--- src/rtl/cfg_lut_bank_pkg.sv ---
// Shared types and constants for the serially configured LUT bank.
// Holds the loader state encoding, default sync header and word widths.
// No logic; imported by cfg_lut_bank and lut_cell.
package cfg_lut_bank_pkg;

  typedef enum logic [1:0] {
    HUNT   = 2'd0,
    LOAD   = 2'd1,
    SUM    = 2'd2,
    COMMIT = 2'd3
  } state_t;

  localparam logic [15:0] HDR_DEFAULT = 16'hA55A;
  localparam int          CSUM_W      = 8;
  localparam int          INIT_W      = 16;

endpackage

--- src/rtl/lut_cell.sv ---
// One 4-input LUT: selects bit idx of a 16-bit INIT word.
// Latency: purely combinational, zero cycles.
// Backpressure: none; no state.
module lut_cell
  import cfg_lut_bank_pkg::*;
(
  input  logic [INIT_W-1:0] init,
  input  logic [3:0]        idx,
  output logic              out
);

  assign out = init[idx];

endmodule

--- src/rtl/cfg_lut_bank.sv ---
// Bank of NLUT runtime-configurable 4-input LUTs loaded from a serial, checksummed frame.
// Latency: lut_out is combinational from the active INIT set; a good frame takes effect the cycle after COMMIT.
// Backpressure: cfg_ready drops for the single COMMIT cycle and while in reset; otherwise every valid bit is taken.
module cfg_lut_bank
  import cfg_lut_bank_pkg::*;
#(
  parameter int                NLUT = 8,
  parameter logic [INIT_W-1:0] HDR  = HDR_DEFAULT
) (
  input  logic              clk,
  input  logic              rst_n,
  input  logic              cfg_valid,
  input  logic              cfg_bit,
  output logic              cfg_ready,
  output logic              cfg_done,
  output logic              cfg_err,
  input  logic [4*NLUT-1:0] lut_in,
  output logic [NLUT-1:0]   lut_out
);

  localparam int SH_W  = NLUT * INIT_W;
  localparam int CNT_W = $clog2(SH_W) + 1;
  localparam logic [CNT_W-1:0] LOAD_LAST = CNT_W'(SH_W - 1);
  localparam logic [CNT_W-1:0] SUM_LAST  = CNT_W'(CSUM_W - 1);

  state_t              state_q,  state_d;
  logic [INIT_W-1:0]   window_q, window_d;
  logic [CNT_W-1:0]    cnt_q,    cnt_d;
  logic [SH_W-1:0]     shadow_q, shadow_d;
  logic [SH_W-1:0]     active_q, active_d;
  logic [CSUM_W-1:0]   sum_q,    sum_d;
  logic                done_q,   done_d;
  logic                err_q,    err_d;
  logic                rdy_q,    rdy_d;

  logic                accept;
  logic [INIT_W-1:0]   win_shift;
  logic [CSUM_W-1:0]   csum_calc;

  // Ready is suppressed during reset and the COMMIT cycle only.
  assign cfg_ready = rdy_q && (state_q != COMMIT);
  assign cfg_done  = done_q;
  assign cfg_err   = err_q;
  assign accept    = cfg_valid && cfg_ready;
  assign win_shift = {window_q[INIT_W-2:0], cfg_bit};

  // XOR of every byte in the shadow store, compared against the received checksum.
  always_comb begin
    csum_calc = '0;
    for (int i = 0; i < SH_W / CSUM_W; i++) begin
      csum_calc = csum_calc ^ shadow_q[i*CSUM_W +: CSUM_W];
    end
  end

  // Loader next-state: header hunt, payload shift, checksum shift, then commit or flag error.
  always_comb begin
    state_d  = state_q;
    window_d = window_q;
    cnt_d    = cnt_q;
    shadow_d = shadow_q;
    active_d = active_q;
    sum_d    = sum_q;
    done_d   = done_q;
    err_d    = err_q;
    rdy_d    = 1'b1;
    case (state_q)
      HUNT: begin
        if (accept) begin
          window_d = win_shift;
          if (win_shift == HDR) begin
            state_d  = LOAD;
            window_d = '0;
            cnt_d    = '0;
          end
        end
      end
      LOAD: begin
        // Left shift puts the first bit (MSB of word NLUT-1) at the top of the store.
        if (accept) begin
          shadow_d = {shadow_q[SH_W-2:0], cfg_bit};
          if (cnt_q == LOAD_LAST) begin
            state_d = SUM;
            cnt_d   = '0;
          end else begin
            cnt_d = cnt_q + CNT_W'(1);
          end
        end
      end
      SUM: begin
        if (accept) begin
          sum_d = {sum_q[CSUM_W-2:0], cfg_bit};
          if (cnt_q == SUM_LAST) begin
            state_d = COMMIT;
            cnt_d   = '0;
          end else begin
            cnt_d = cnt_q + CNT_W'(1);
          end
        end
      end
      COMMIT: begin
        state_d  = HUNT;
        window_d = '0;
        cnt_d    = '0;
        if (csum_calc == sum_q) begin
          active_d = shadow_q;
          done_d   = 1'b1;
          err_d    = 1'b0;
        end else begin
          err_d = 1'b1;
        end
      end
      default: begin
        state_d  = HUNT;
        window_d = '0;
        cnt_d    = '0;
      end
    endcase
  end

  // State registers; reset aborts any frame in progress without touching active beyond clearing it.
  always_ff @(posedge clk or negedge rst_n) begin
    if (!rst_n) begin
      state_q  <= HUNT;
      window_q <= '0;
      cnt_q    <= '0;
      shadow_q <= '0;
      active_q <= '0;
      sum_q    <= '0;
      done_q   <= 1'b0;
      err_q    <= 1'b0;
      rdy_q    <= 1'b0;
    end else begin
      state_q  <= state_d;
      window_q <= window_d;
      cnt_q    <= cnt_d;
      shadow_q <= shadow_d;
      active_q <= active_d;
      sum_q    <= sum_d;
      done_q   <= done_d;
      err_q    <= err_d;
      rdy_q    <= rdy_d;
    end
  end

  for (genvar k = 0; k < NLUT; k++) begin : g_lut
    lut_cell u_cell (
      .init (active_q[k*INIT_W +: INIT_W]),
      .idx  (lut_in[4*k +: 4]),
      .out  (lut_out[k])
    );
  end

endmodule

--- config.mk ---
export PLATFORM = sky130hd
export DESIGN_NAME = cfg_lut_bank
export DESIGN_NICKNAME = d
export VERILOG_FILES = /design/src/rtl/cfg_lut_bank_pkg.sv /design/src/rtl/lut_cell.sv /design/src/rtl/cfg_lut_bank.sv
export SDC_FILE = /design/constraint.sdc
export NUM_CORES = 1
export LEC_CHECK = 0
export CAP_MARGIN = 20
export CELL_PAD_IN_SITES_DETAIL_PLACEMENT = 1
export CELL_PAD_IN_SITES_GLOBAL_PLACEMENT = 1
export CORE_MARGIN = 4
export CORE_UTILIZATION = 40
export DETAILED_ROUTE_END_ITERATION = 10
export PLACE_DENSITY_LB_ADDON = 0.3
export SYNTH_ARGS = -nofsm -noshare
export SYNTH_HDL_FRONTEND = slang
export SYNTH_HIERARCHICAL = 1
export SYNTH_SLANG_ARGS = --single-unit
--- constraint.sdc ---
create_clock -name clk -period 2.41 [get_ports clk]
set_clock_uncertainty 0.1 [all_clocks]
set_input_delay 0.241 -clock clk [delete_from_list [all_inputs] [get_ports clk]]
set_output_delay 0.241 -clock clk [all_outputs]
set_load 0.01 [all_outputs]
==> results of run 1 <==
cell usage in the layout (no fill, tap or decap), drive strengths merged, types with 2 or more instances in the layout:
master / instances
clkdlybuf4s50: 30
nand2b: 10
clkinv: 6
nor3: 5
nand3: 4
nor2: 11
a21oi: 2
xnor3: 7
mux2i: 25
nor4bb: 4
xor2: 17
dfrtp: 292
a21o: 2
clkbuf: 57
a22o: 8
o21ai: 13
nand4: 3
mux4: 32
nor4: 3
bufinv: 2
xnor2: 100
inv: 4
buf: 169
nand2: 17
dlygate4sd2: 15
ha: 6
mux2: 265
metrics by stage:
step / setup TNS (ns) / utilization / hold slack [ns] / area [um^2] / cells
after floorplan: -16.58 / - / -0.155 / 13400 / 870
after global placement: -51.28 / 0.477 / 0.173 / 15600 / 1490
after detailed placement: -57.57 / 0.477 / 0.173 / 15600 / 1490
after CTS: -56.60 / 0.519 / 0.247 / 17000 / 1556
after global routing: -75.38 / 0.526 / 0.268 / 17200 / 1561
final: -55.43 / 0.526 / 0.215 / 17200 / 1561
what timing repair did:
item	CTS	global route
gates resized for setup	79	44
pin swaps	1	2
setup endpoints to repair	146	138
hold buffers	1	0
endpoints found under the hold margin	64	0
cloned	1	3
buffers inserted	2	2
critical path: stages, from the launching register on:
cell and delay, ns:
dfrtp_1 0.39, xnor2_1 0.13, buf_4 0.14, xnor2_2 0.16
xnor3_1 0.47, xnor2_1 0.16, nand2_1 0.10, nor4_4 0.32
buf_6 0.20, buf_4 0.13, buf_12 0.14, mux2_4 0.30
registers in the layout (all words and copies together), names as in the netlist:
signal	flops
active_q	128
window_q	15
cfg_done	1
sum_q	8
rdy_q	1
state_q	2
cnt_q	8
cfg_err	1
shadow_q	128
per-layer routing:
layer | up-vias | GRT usage | share of wire
met5 | - | 0 | 0
met4 | 0 | 0.0392 | 0.017
met3 | 41 | 0.0260 | 0.027
met2 | 82 | 0.302 | 0.51
met1 | 4103 | 0.237 | 0.45
li1 | 3583 | - | -
cell type report:
cell class	instances	area (um^2)
Tap cell	442	553
Timing Repair Buffer	218	2000
Multi-Input combinational cell	543	6180
Clock buffer	54	1060
Sequential cell	292	7310
Fill cell	3178	15500
Inverter	4	15.0
Clock inverter	8	93.8
power by group:
| part | internal [mW] | total (mW) | switching (mW) | leakage [nW] |
|---|---|---|---|---|
| Combinational | 1.08 | 2.23 | 1.16 | 3.99 |
| Clock | 3.24 | 5.24 | 2.01 | 0.570 |
| Sequential | 5.14 | 5.39 | 0.247 | 4.04 |
| Total | 9.46 | 12.9 | 3.41 | 8.60 |
cells by family after synthesis:
logic type | after synthesis | synth area share
multiplexers | 322 | 0.306
flip-flops | 292 | 0.548
XOR/XNOR | 124 | 0.0887
AND/OR/NAND/NOR | 63 | 0.0254
buffers and inverters | 35 | 0.0130
AO/OA/AOI/OAI | 27 | 0.0132
adder cells (fa/ha/maj) | 6 | 0.00563
other | 1 | 0.000281
final timing paths:
| kind | from | endpoint | slack [ns] | cells past startpoint |
|---|---|---|---|---|
| max | shadow_q[53] | active_q[111] | -0.47 | 11 |
| min | rst_n | active_q[75] | 0.21 | 2 |
| max reg2reg | shadow_q[53] | active_q[111] | -0.47 | 11 |
| min reg2reg | active_q[94] | active_q[94] | 0.38 | 1 |
| max in group asynchronous | rst_n | cnt_q[4] | 1.25 | 3 |
| min in group clk | active_q[94] | active_q[94] | 0.38 | 1 |
==> results.ini, run 1 <==
[run]
drv_cap = 0

[floorplanning]
die_h_um = 191
ios = 47
start_util = 0.408
num_rows = 66
core_region_area_um2 = 32700
dieArea_um2 = 36300
die_x_um = 191

[global_routing]
grt-ovfl-total = 0
grt_pass1_vias = 9061
grt_pass1_wl_mm = 51.0
grt_usage = 0.175
antenna_found_initial = 0
grt_max_degree = 75

[setup_path]
required_ns = 2.69
end_kind = flop
critPathMaxFanout = 11
cp.arrival_ns = 3.17
start_kind = flop
critical_path_class = reg -> reg

[drt]
detail_route.iter0.violations = 299
drc_errors = 0
ant_nets = 0
drt-total-wl_mm = 31.8
drtPass1Iterations = 4
wl_per_cell_um = 20.4
via_count = 7809
vias_per_cell = 5.00

[yosys]
synth-edff-count = 0
netlist_area_um2 = 13300
synth-seq-cells = 292
synthTopCellsByCount = dfrtp_1, mux2_2, xnor2_1
synth.most_common_cell = dfrtp_1
netlist.top_cell.by_area = dfrtp_1
syn-num-nets = 912
yosys_warnings = 6
synth_area_per_cell_um2 = 15.3
synth-async-reset-ratio = 1.00
ys_seq_area_frac = 0.548
syn_inst = 870
synthTopCellsByArea = dfrtp_1, mux2_2, mux2_1
synth_top_cell_area_share = 0.548
ys_types = 36
yosys_most_used_dff = dfrtp_1

[timing]
final.min_clock_period_ns = 2.88
setup_viol = 130
slew_viol_final = 0
worst_slack_ns = -0.473
rsz0062_at_grt = true
hold_viol = 0
max_freq_ghz = 0.347
finalCritPeriodShare = 1.20
worstMarginPinSlew_ns = 0.663
relSlewSlack = 0.558

[power]
p_leak_nw = 8.60
powerDensity_nw_per_um2 = 748
p_total_mw = 12.9
peakVddDrop_v = 0.000378

[worst_hold_path]
hp-class = in -> async

[clock_network]
numCtsBuffers = 35
clock-root-buffer = clkbuf_16
clkSinkCount = 292
clock_path_buffers = 3
h-tree-depth = 2
worstSkewPairLatency_ns = 0.51
clkTransAtPathRegs_ns = 0.06
cts_tree = done

[layout]
drive_gt1_frac = 0.418
syn2layout_area_growth_pct = 29.1
fin_nets = 1136
num_antenna_cells = 0

[status]
violations = setup timing
status = complete, but fails checks

[placement]
place.gp.congestion = 0.733
placement.io_buffers = 46
preCtsSetupSlack_ns = -0.471
post-dp-hpwl_mm = 21.0

(Power assumes the default switching activity.)
==> inputs of run 2 (changes only) <==
Settings changed: ABC_CLOCK_PERIOD_IN_PS from default to 2410, CORE_UTILIZATION 40 to 45, GPL_TIMING_DRIVEN from default to 0.
==> run 2 against run 1 <==
  * Fmax decreased by 2.9%
  * Wire length shrank 6.9%
  * Die area decreased by 11%
  * Total power shrank 1.5%
  * Sequential power is 0.9% higher
  * Via count down 5.5%
  * Clock-buffer cell count is 3 lower
  * The flow still finishes with violations (setup timing)
  * Register-to-register slack got worse by 0.09 ns
  * Combinational power decreased by 7%
  * Global-route usage increased by 0.44 points
  * Sequential share of layout area grew 1.7 points
  * Cell area shrank 3.7%
  * Critical path type unchanged
==> results.ini, run 2 (synthesized netlist as in run 1, its figures left out) <==
[placement]
placement.io_buffers = 46
dpl.cell_count = 1302
place.gp.congestion = 0.729
preCtsSetupSlack_ns = -0.771
post-dp-hpwl_mm = 18.7

[power]
p_int_mw = 9.36
powerDensity_nw_per_um2 = 764
seq_power_share = 0.429
p_leak_nw = 7.94
pwr-share-clk = 0.407
peakVddDrop_v = 0.000403
pwr-share-comb = 0.164
swShare = 0.261
p_sw_mw = 3.31
p_total_mw = 12.7

[setup_path]
critical_path.slowest_cell = dfrtp_1
cp_num_buf_inv = 3
cpLargestDelayFamily = XOR/XNOR gates
required_ns = 2.68
start_kind = flop
slowest_delay_ns = 0.45
cp.arrival_ns = 3.24
end_kind = flop
path_cells = xnor2_2 > xnor2_1 > xnor3_1 > xnor2_1 > nand2_1 > nor4_4 > buf_4 > buf_12 > buf_12 > mux2_4
r2r_cells = 10
critPathMaxFanout = 10
rr_startpoint = shadow_q[72]
critical_path_class = reg -> reg
r2r-end = active_q[107]
reg2reg_slack_ns = -0.56

[layout]
drive_gt1_frac = 0.409
utilization = 0.573
num_antenna_cells = 0
layout_common_cells = dfrtp_1, mux2_2, mux2_4
fin_nets = 1012
final_common_cell = dfrtp_1
syn2layout_area_growth_pct = 24.3
top_regs = active_q (128), shadow_q (128), window_q (15)
fin_cells = 1374
fillers = 2682
regArea_um2 = 7310
multi_input_area_um2 = 6550

[timing]
worstMarginPinSlew_ns = 0.698
tns_ns = -67.98
relSlewSlack = 0.535
finalCritPeriodShare = 1.23
setup_viol = 130
slew_viol_final = 0
final.min_clock_period_ns = 2.97
rsz0062_at_grt = true
hold_viol = 0
max_freq_ghz = 0.337
worst_slack_ns = -0.560

[run]
drv_cap = 0

[floorplanning]
die_x_um = 180
start_util = 0.461
core_region_area_um2 = 28900
die_h_um = 180
ios = 47
num_rows = 62
dieArea_um2 = 32400

[clock_network]
clkSinkCount = 292
cts_tree = done
h-tree-depth = 2
clock_path_buffers = 3
clkTransAtPathRegs_ns = 0.06
numCtsBuffers = 34
clock-root-buffer = clkbuf_16
worstSkewPairLatency_ns = 0.50

[drt]
drt-total-wl_mm = 29.6
vias_per_cell = 5.37
wl_per_cell_um = 21.6
drtPass1Iterations = 4
via_count = 7379
detail_route.iter0.violations = 352
ant_nets = 0
drc_errors = 0

[global_routing]
grt_pass1_wl_mm = 47.5
grt_max_degree = 110
grt_usage = 0.180
grt-ovfl-total = 0
grt_pass1_vias = 8263
antenna_found_initial = 0

[status]
violations = setup timing
status = complete, but fails checks

[worst_hold_path]
hp-class = in -> async

run 2: cell count changes in the layout (fill, tap and decap cells not counted), moves of 3 or more:
cell | previous run | this run
buf_4 | 150 | 7
mux2_4 | 82 | 126
mux2_1 | 42 | 1
xnor2_1 | 96 | 74
xnor2_2 | 4 | 24
clkbuf_2 | 0 | 9
dfrtp_1 | 292 | 286
dfrtp_2 | 0 | 6
clkbuf_4 | 0 | 5
clkinv_2 | 5 | 1
clkbuf_8 | 7 | 4
mux2_2 | 141 | 138
run 2: worst register-to-register path, delay by kind of cell (launching register included):
family,cells,cell delay [ns]
buf+inv,3,0.53
flops,1,0.45
mux,1,0.31
xor+xnor,4,1.02
simple gates,2,0.43
run 2: how the worst max path moves through the flow:
stage                        startpoint       endpoint  slack [ns]  cells after the start
after global placement            rst_n    window_q[9]      -11.84                      1
final                      shadow_q[72]  active_q[107]       -0.56                     10
after CTS                  shadow_q[99]   active_q[74]       -0.58                     10
after global routing       shadow_q[88]  active_q[104]       -0.66                     10
after detailed placement  shadow_q[124]  active_q[117]       -0.77                      9
after floorplan           shadow_q[124]  active_q[100]       -0.16                      9
run 2: power groups by stage:
stage	logic, mW	clock network, mW	registers (mW)
after floorplan	1.36	0	5.40
after global placement	1.86	0	5.49
after detailed placement	1.93	0	5.49
after CTS	2.03	5.28	5.42
after global routing	2.29	5.52	5.47
final	2.07	5.16	5.44
run 2: area by class of cell:
| class | instances | share of cell area |
|---|---|---|
| tap | 384 | 0.0290 |
| sequential | 292 | 0.441 |
| clock inverter | 5 | 0.00626 |
| multi-input combinational | 543 | 0.395 |
| timing repair buffer | 64 | 0.0435 |
| clock buffer | 51 | 0.0614 |
| buffer | 31 | 0.0223 |
| inverter | 4 | 0.000906 |
run 2: stage by stage:
step                      hold WS (ns)  area [um^2]
after floorplan                 -0.155        13400
after global placement           0.354        14300
after detailed placement         0.202        14400
after CTS                        0.273        16200
after global routing             0.301        16600
final                            0.242        16600
run 2: per-layer routing:
metal / track usage / wire, um / vias up
li1: - / - / 3349
met2: 0.303 / 15000 / 91
met4: 0.0417 / 473 / 0
met3: 0.0242 / 718 / 38
met1: 0.251 / 13400 / 3901
met5: 0 / 0 / -
run 2: timing repair:
action,4_1_cts,5_1_grt
endpoints found under the hold margin,86,0
hold buffers,1,0
endpoints found under the setup margin,268,155
setup buffers,6,4
cloned,3,2
resized for setup,185,69
pin swaps,6,15
==> inputs of run 3 (changes only) <==
Settings changed: GPL_TIMING_DRIVEN 0 to default, SKIP_CTS_REPAIR_TIMING from default to 1.
==> run 3 against run 2 <==
  * Sequential power decreased by 1%
  * Core utilization rose by 3.1 points
  * Critical path type unchanged
  * Fmax shrank 2.9%
  * First-iteration DRC count grew 16%
  * The run still ends with setup timing left
  * Non-clock buffer count rose by 141
  * Die area stayed put
  * Combinational power rose by 13%
  * Via count is 8.9% higher
  * Cell area is 5.4% higher
  * Wire length increased by 18%
  * Largest cell class unchanged
==> results.ini, run 3 (synthesized netlist as in run 1, its figures left out) <==
[floorplanning]
start_util = 0.461
num_rows = 62
core_region_area_um2 = 28900
dieArea_um2 = 32400
ios = 47
die_x_um = 180
die_h_um = 180

[layout]
num_antenna_cells = 0
drive_gt1_frac = 0.454
syn2layout_area_growth_pct = 31.0
final_common_cell = dfrtp_1
fin_cells = 1515
stdcell_area_um2 = 17500
fin_nets = 1150
top_regs = active_q (128), shadow_q (128), window_q (15)
layout_common_cells = dfrtp_1, buf_4, mux2_2

[setup_path]
cp.arrival_ns = 3.38
critPathMaxFanout = 10
cp_common_cell = xnor2_1
start_kind = flop
end_kind = flop
critical_path.slowest_cell = dfrtp_1
cpLargestDelayFamily = XOR/XNOR gates
path_cells = xnor2_1 > xnor2_1 > xnor3_1 > xnor2_1 > nand2_1 > nor4_4 > buf_6 > buf_12 > buf_12 > mux2_1
critical_path_class = reg -> reg
required_ns = 2.73
slowest_delay_ns = 0.41
cp_num_buf_inv = 3

[timing]
finalCritPeriodShare = 1.27
hold_viol = 0
worst_slack_ns = -0.649
worstMarginPinSlew_ns = 0.603
timing.hold.ws_ns = 0.124
setup_viol = 130
max_freq_ghz = 0.327
final.min_clock_period_ns = 3.06
slew_viol_final = 0
rsz0062_at_grt = true
tns_ns = -76.80
relSlewSlack = 0.598

[power]
peakVddDrop_v = 0.000546
powerDensity_nw_per_um2 = 711
p_leak_nw = 8.81

[global_routing]
grt_max_degree = 68
grt_usage = 0.193
gr-max-usage-layer = met2
met3_usage = 0.0260
antenna_found_initial = 0
grt-ovfl-total = 0
gr-usage-met1 = 0.252
grt_pass1_vias = 9044
met2_usage = 0.350
grt_pass1_wl_mm = 51.2

[clock_network]
worstSkewPairLatency_ns = 0.56
h-tree-depth = 1
cts_tree = done
clock-root-buffer = clkbuf_16
clkTransAtPathRegs_ns = 0.06
numCtsBuffers = 31
clock_path_buffers = 3
clkSinkCount = 292

[drt]
drc_errors = 0
vias_per_cell = 5.30
ant_nets = 0
drt-total-wl_mm = 34.9
via_count = 8037
wl_per_cell_um = 23.1
drtPass1Iterations = 4
detail_route.iter0.violations = 408

[worst_hold_path]
hp-class = in -> async

[run]
drv_cap = 0

[placement]
place.gp.congestion = 0.764
post-dp-hpwl_mm = 21.5
dpl-instance-area_um2 = 15700
placement.io_buffers = 46
dpl.cell_count = 1444

[status]
violations = setup timing
status = complete, but fails checks

-- run 3: changes by cell type in the layout (fill, tap and decap cells not counted), sizes merged --
cell | before | now
buf | 31 | 182
bufinv | 3 | 1
clkbuf | 69 | 58
clkdlybuf4s50 | 29 | 34
clkinv | 1 | 4
dlygate4sd2 | 16 | 0
dlymetal6s2s | 0 | 11
-- run 3: where the power goes --
part	switching [mW]	internal [mW]	total [mW]	leakage (nW)
clock network	1.97	2.74	4.71	0.493
registers	0.238	5.14	5.38	4.04
logic	1.22	1.11	2.33	4.28
-- run 3: worst reg2reg max path, delay by kind of cell (launching register included) --
| kind | cells | cell delay (ns) |
|---|---|---|
| multiplexers | 1 | 0.35 |
| flip-flops | 1 | 0.41 |
| AND/OR/NAND/NOR | 2 | 0.43 |
| XOR/XNOR | 4 | 1.12 |
| buffers and inverters | 3 | 0.49 |
-- run 3: layout make-up --
class                      instances  area (um^2)
sequential                       292         7310
tap                              384          480
fill                            2674        11500
multi-input combinational        543         6330
clock buffer                      50          937
clock inverter                     6         58.8
inverter                           4         15.0
timing repair buffer             236         2330
-- run 3: worst paths after layout --
path,start,endpoint,slack (ns),depth (start not counted)
worst max-delay path,shadow_q[77],active_q[123],-0.65,10
worst min-delay path,rst_n,active_q[76],0.12,2
worst max register to register,shadow_q[77],active_q[123],-0.65,10
worst min register to register,window_q[14],window_q[14],0.37,2
max in group asynchronous,rst_n,shadow_q[121],1.35,3
min in group clk,window_q[14],window_q[14],0.37,2
-- run 3: per-layer routing --
| layer | part of all wire | wire [um] |
|---|---|---|
| met1 | 0.43 | 14900 |
| met2 | 0.54 | 18700 |
| met3 | 0.024 | 837 |
| met4 | 0.013 | 467 |
| met5 | 0 | 0 |
-- run 3: stage by stage --
step,setup WS [ns],total power [mW],util
after detailed placement,-0.460,7.68,0.541
after global placement,-0.413,7.61,0.541
after CTS,-0.538,12.4,0.576
after floorplan,-0.160,6.77,-
final,-0.649,12.4,0.604
after global routing,-0.754,13.0,0.604
==> RTL edit, RTL diff (settings of run 2) <==
Re-encode `state_t` (4 states) as Gray code, 2 bits wide.
--- a/src/rtl/cfg_lut_bank_pkg.sv
+++ b/src/rtl/cfg_lut_bank_pkg.sv
@@ -4,10 +4,10 @@
 package cfg_lut_bank_pkg;
 
   typedef enum logic [1:0] {
-    HUNT   = 2'd0,
-    LOAD   = 2'd1,
-    SUM    = 2'd2,
-    COMMIT = 2'd3
+    HUNT   = 2'b00,
+    LOAD   = 2'b01,
+    SUM    = 2'b11,
+    COMMIT = 2'b10
   } state_t;
 
   localparam logic [15:0] HDR_DEFAULT = 16'hA55A;
Check against the original RTL: no difference found for any inputs over 10 cycles, from zero or initial values and one cycle with rst_n low; not proved beyond that.
==> RTL edit against run 2 <==
The flow still finishes with violations (negative setup slack); critical path depth did not move; sequential cell count stayed put; routed wire length is 3.0% higher; via count up 1.8%; cell area fell by 1.2%; global-route usage rose by 0.61 points; synthesized cell count decreased by 1.8%; core utilization fell by 0.67 points; worst setup slack better by 0.0082 ns; die area decreased by 0.39%; non-clock buffer count increased by 6; synthesized area down 0.41%; largest cell class unchanged; highest routed layer unchanged.
Power is not compared: it rests on default switching activity, and its combinational part moved more than twofold at a synthesized area within 25%.
==> RTL edit: results <==
export IMPL_clk_latency_ns=0.51
export IMPL_synth_area_leaders="dfrtp_1, mux2_2, mux2_1, xnor2_1, mux4_1"
export IMPL_cts_root_buf="clkbuf_16"
export IMPL_p_leak_nw=8.31
export IMPL_finalSetupViolCount=130
export IMPL_violations="negative setup slack"
export IMPL_grt_usage_pct=18.6
export IMPL_worst_slack_ns=-0.552
export IMPL_synth_warnings=6
export IMPL_placed_cells=1286
export IMPL_viasPerCell=5.49
export IMPL_synthTopCellsByCount="dfrtp_1, mux2_2, xnor2_1"
export IMPL_dpl_instance_area_mm2=0.0143
export IMPL_synth_fp_nets=891
export IMPL_fin_cells=1367
export IMPL_ys_seq_area_share_pct=55.0
export IMPL_grt_pass1_wl_mm=49.0
export IMPL_rr_endpoint="active_q[73]"
export IMPL_dp_hpwl_mm=19.2
export IMPL_r2r_start="shadow_q[73]"
export IMPL_cts_made_buffers=34
export IMPL_wl_per_cell_um=22.3
export IMPL_drt_iter0_markers=446
export IMPL_pre_cts_slack_ns=-0.748
export IMPL_reg_largest_list="active_q: 128 flops, shadow_q: 128 flops, window_q: 15 flops"
export IMPL_fin_nets=996
export IMPL_portBuffers=46
export IMPL_tns_ns=-67.91
export IMPL_cap_violations=0
export IMPL_dr_pass1_iters=4
export IMPL_syn_mean_instance_area_um2=15.5
export IMPL_criticalPathCategory="reg2reg"
export IMPL_grt_pass1_vias=8422
export IMPL_gp_congestion=0.749
export IMPL_drive_gt1_share_pct=41.2
export IMPL_worst_slew_pin_slew_ns=0.868
export IMPL_fin_hold_ws_ns=0.289
export IMPL_grt_max_degree=108
export IMPL_synth_cell_types=40
export IMPL_status="finished, violations left"
export IMPL_path_max_fanout=10
-- RTL edit: changes by cell type in the layout (fill, tap and decap cells not counted), moves of 5 or more --
cell	before	now
mux2_2	138	167
mux2_4	126	98
xnor2_1	74	84
nand2b_1	10	2
xor2_1	17	9
a22o_1	8	14
clkbuf_4	5	0
dfrtp_1	286	291
dfrtp_2	6	1
nor2_1	11	6
-- RTL edit: metal layers --
| layer | routed length [µm] | vias to the layer above | GRT usage, % |
|---|---|---|---|
| li1 | - | 3316 | - |
| met1 | 14000 | 4052 | 26.4 |
| met2 | 15000 | 98 | 30.6 |
| met3 | 952 | 43 | 3.11 |
| met4 | 528 | 0 | 3.81 |
| met5 | 0 | - | 0 |
-- RTL edit: area by class of cell --
type | count | area (µm²)
Antenna cell | 1 | 2.50
Buffer | 32 | 345
Clock buffer | 52 | 1020
Clock inverter | 7 | 70.1
Fill cell | 2643 | 12600
Inverter | 4 | 15.0
Multi-Input combinational cell | 526 | 6290
Sequential cell | 292 | 7310
Tap cell | 384 | 480
Timing Repair Buffer | 69 | 850
-- RTL edit: worst max-delay path by stage --
stage	to	slack, ns	depth (start not counted)
floorplan	active_q[100]	-0.13	9
global placement	cnt_q[2]	-11.89	1
detailed placement	active_q[95]	-0.75	9
CTS	active_q[44]	-0.49	10
global route	active_q[86]	-0.65	10
finish	active_q[73]	-0.55	10
-- RTL edit: report_power, final --
part           internal [mW]  switching (mW)
combinational          0.128           0.163
clock                   3.02            2.00
sequential              4.95          0.0435
total                   8.10            2.20
-- RTL edit: cells by family after synthesis --
logic type / Yosys count / synth area share, %
xor+xnor: 120 / 8.54
flops: 292 / 55.0
compound gates: 38 / 2.15
buf+inv: 36 / 1.61
mux: 323 / 30.8
other cells: 1 / 0.0282
fa+ha+maj: 1 / 0.0942
simple gates: 43 / 1.78
-- RTL edit: repair_timing --
| item | CTS | global route |
|---|---|---|
| gates cloned | 5 | 5 |
| gates resized for setup | 179 | 34 |
| endpoints found under the hold margin | 105 | 0 |
| hold buffers | 1 | 0 |
| setup buffers | 10 | 1 |
| setup endpoints to repair | 260 | 161 |
| pin swaps | 13 | 1 |
-- RTL edit: worst max-delay path, stage by stage, from the launching register on --
cell and delay (ns):
dfrtp_1 0.45, xnor2_2 0.25, xnor2_2 0.16, xnor3_1 0.48
xnor2_2 0.16, a2111oi_2 0.24, nand4b_1 0.18, buf_4 0.19
buf_12 0.16, buf_12 0.16, mux2_4 0.30
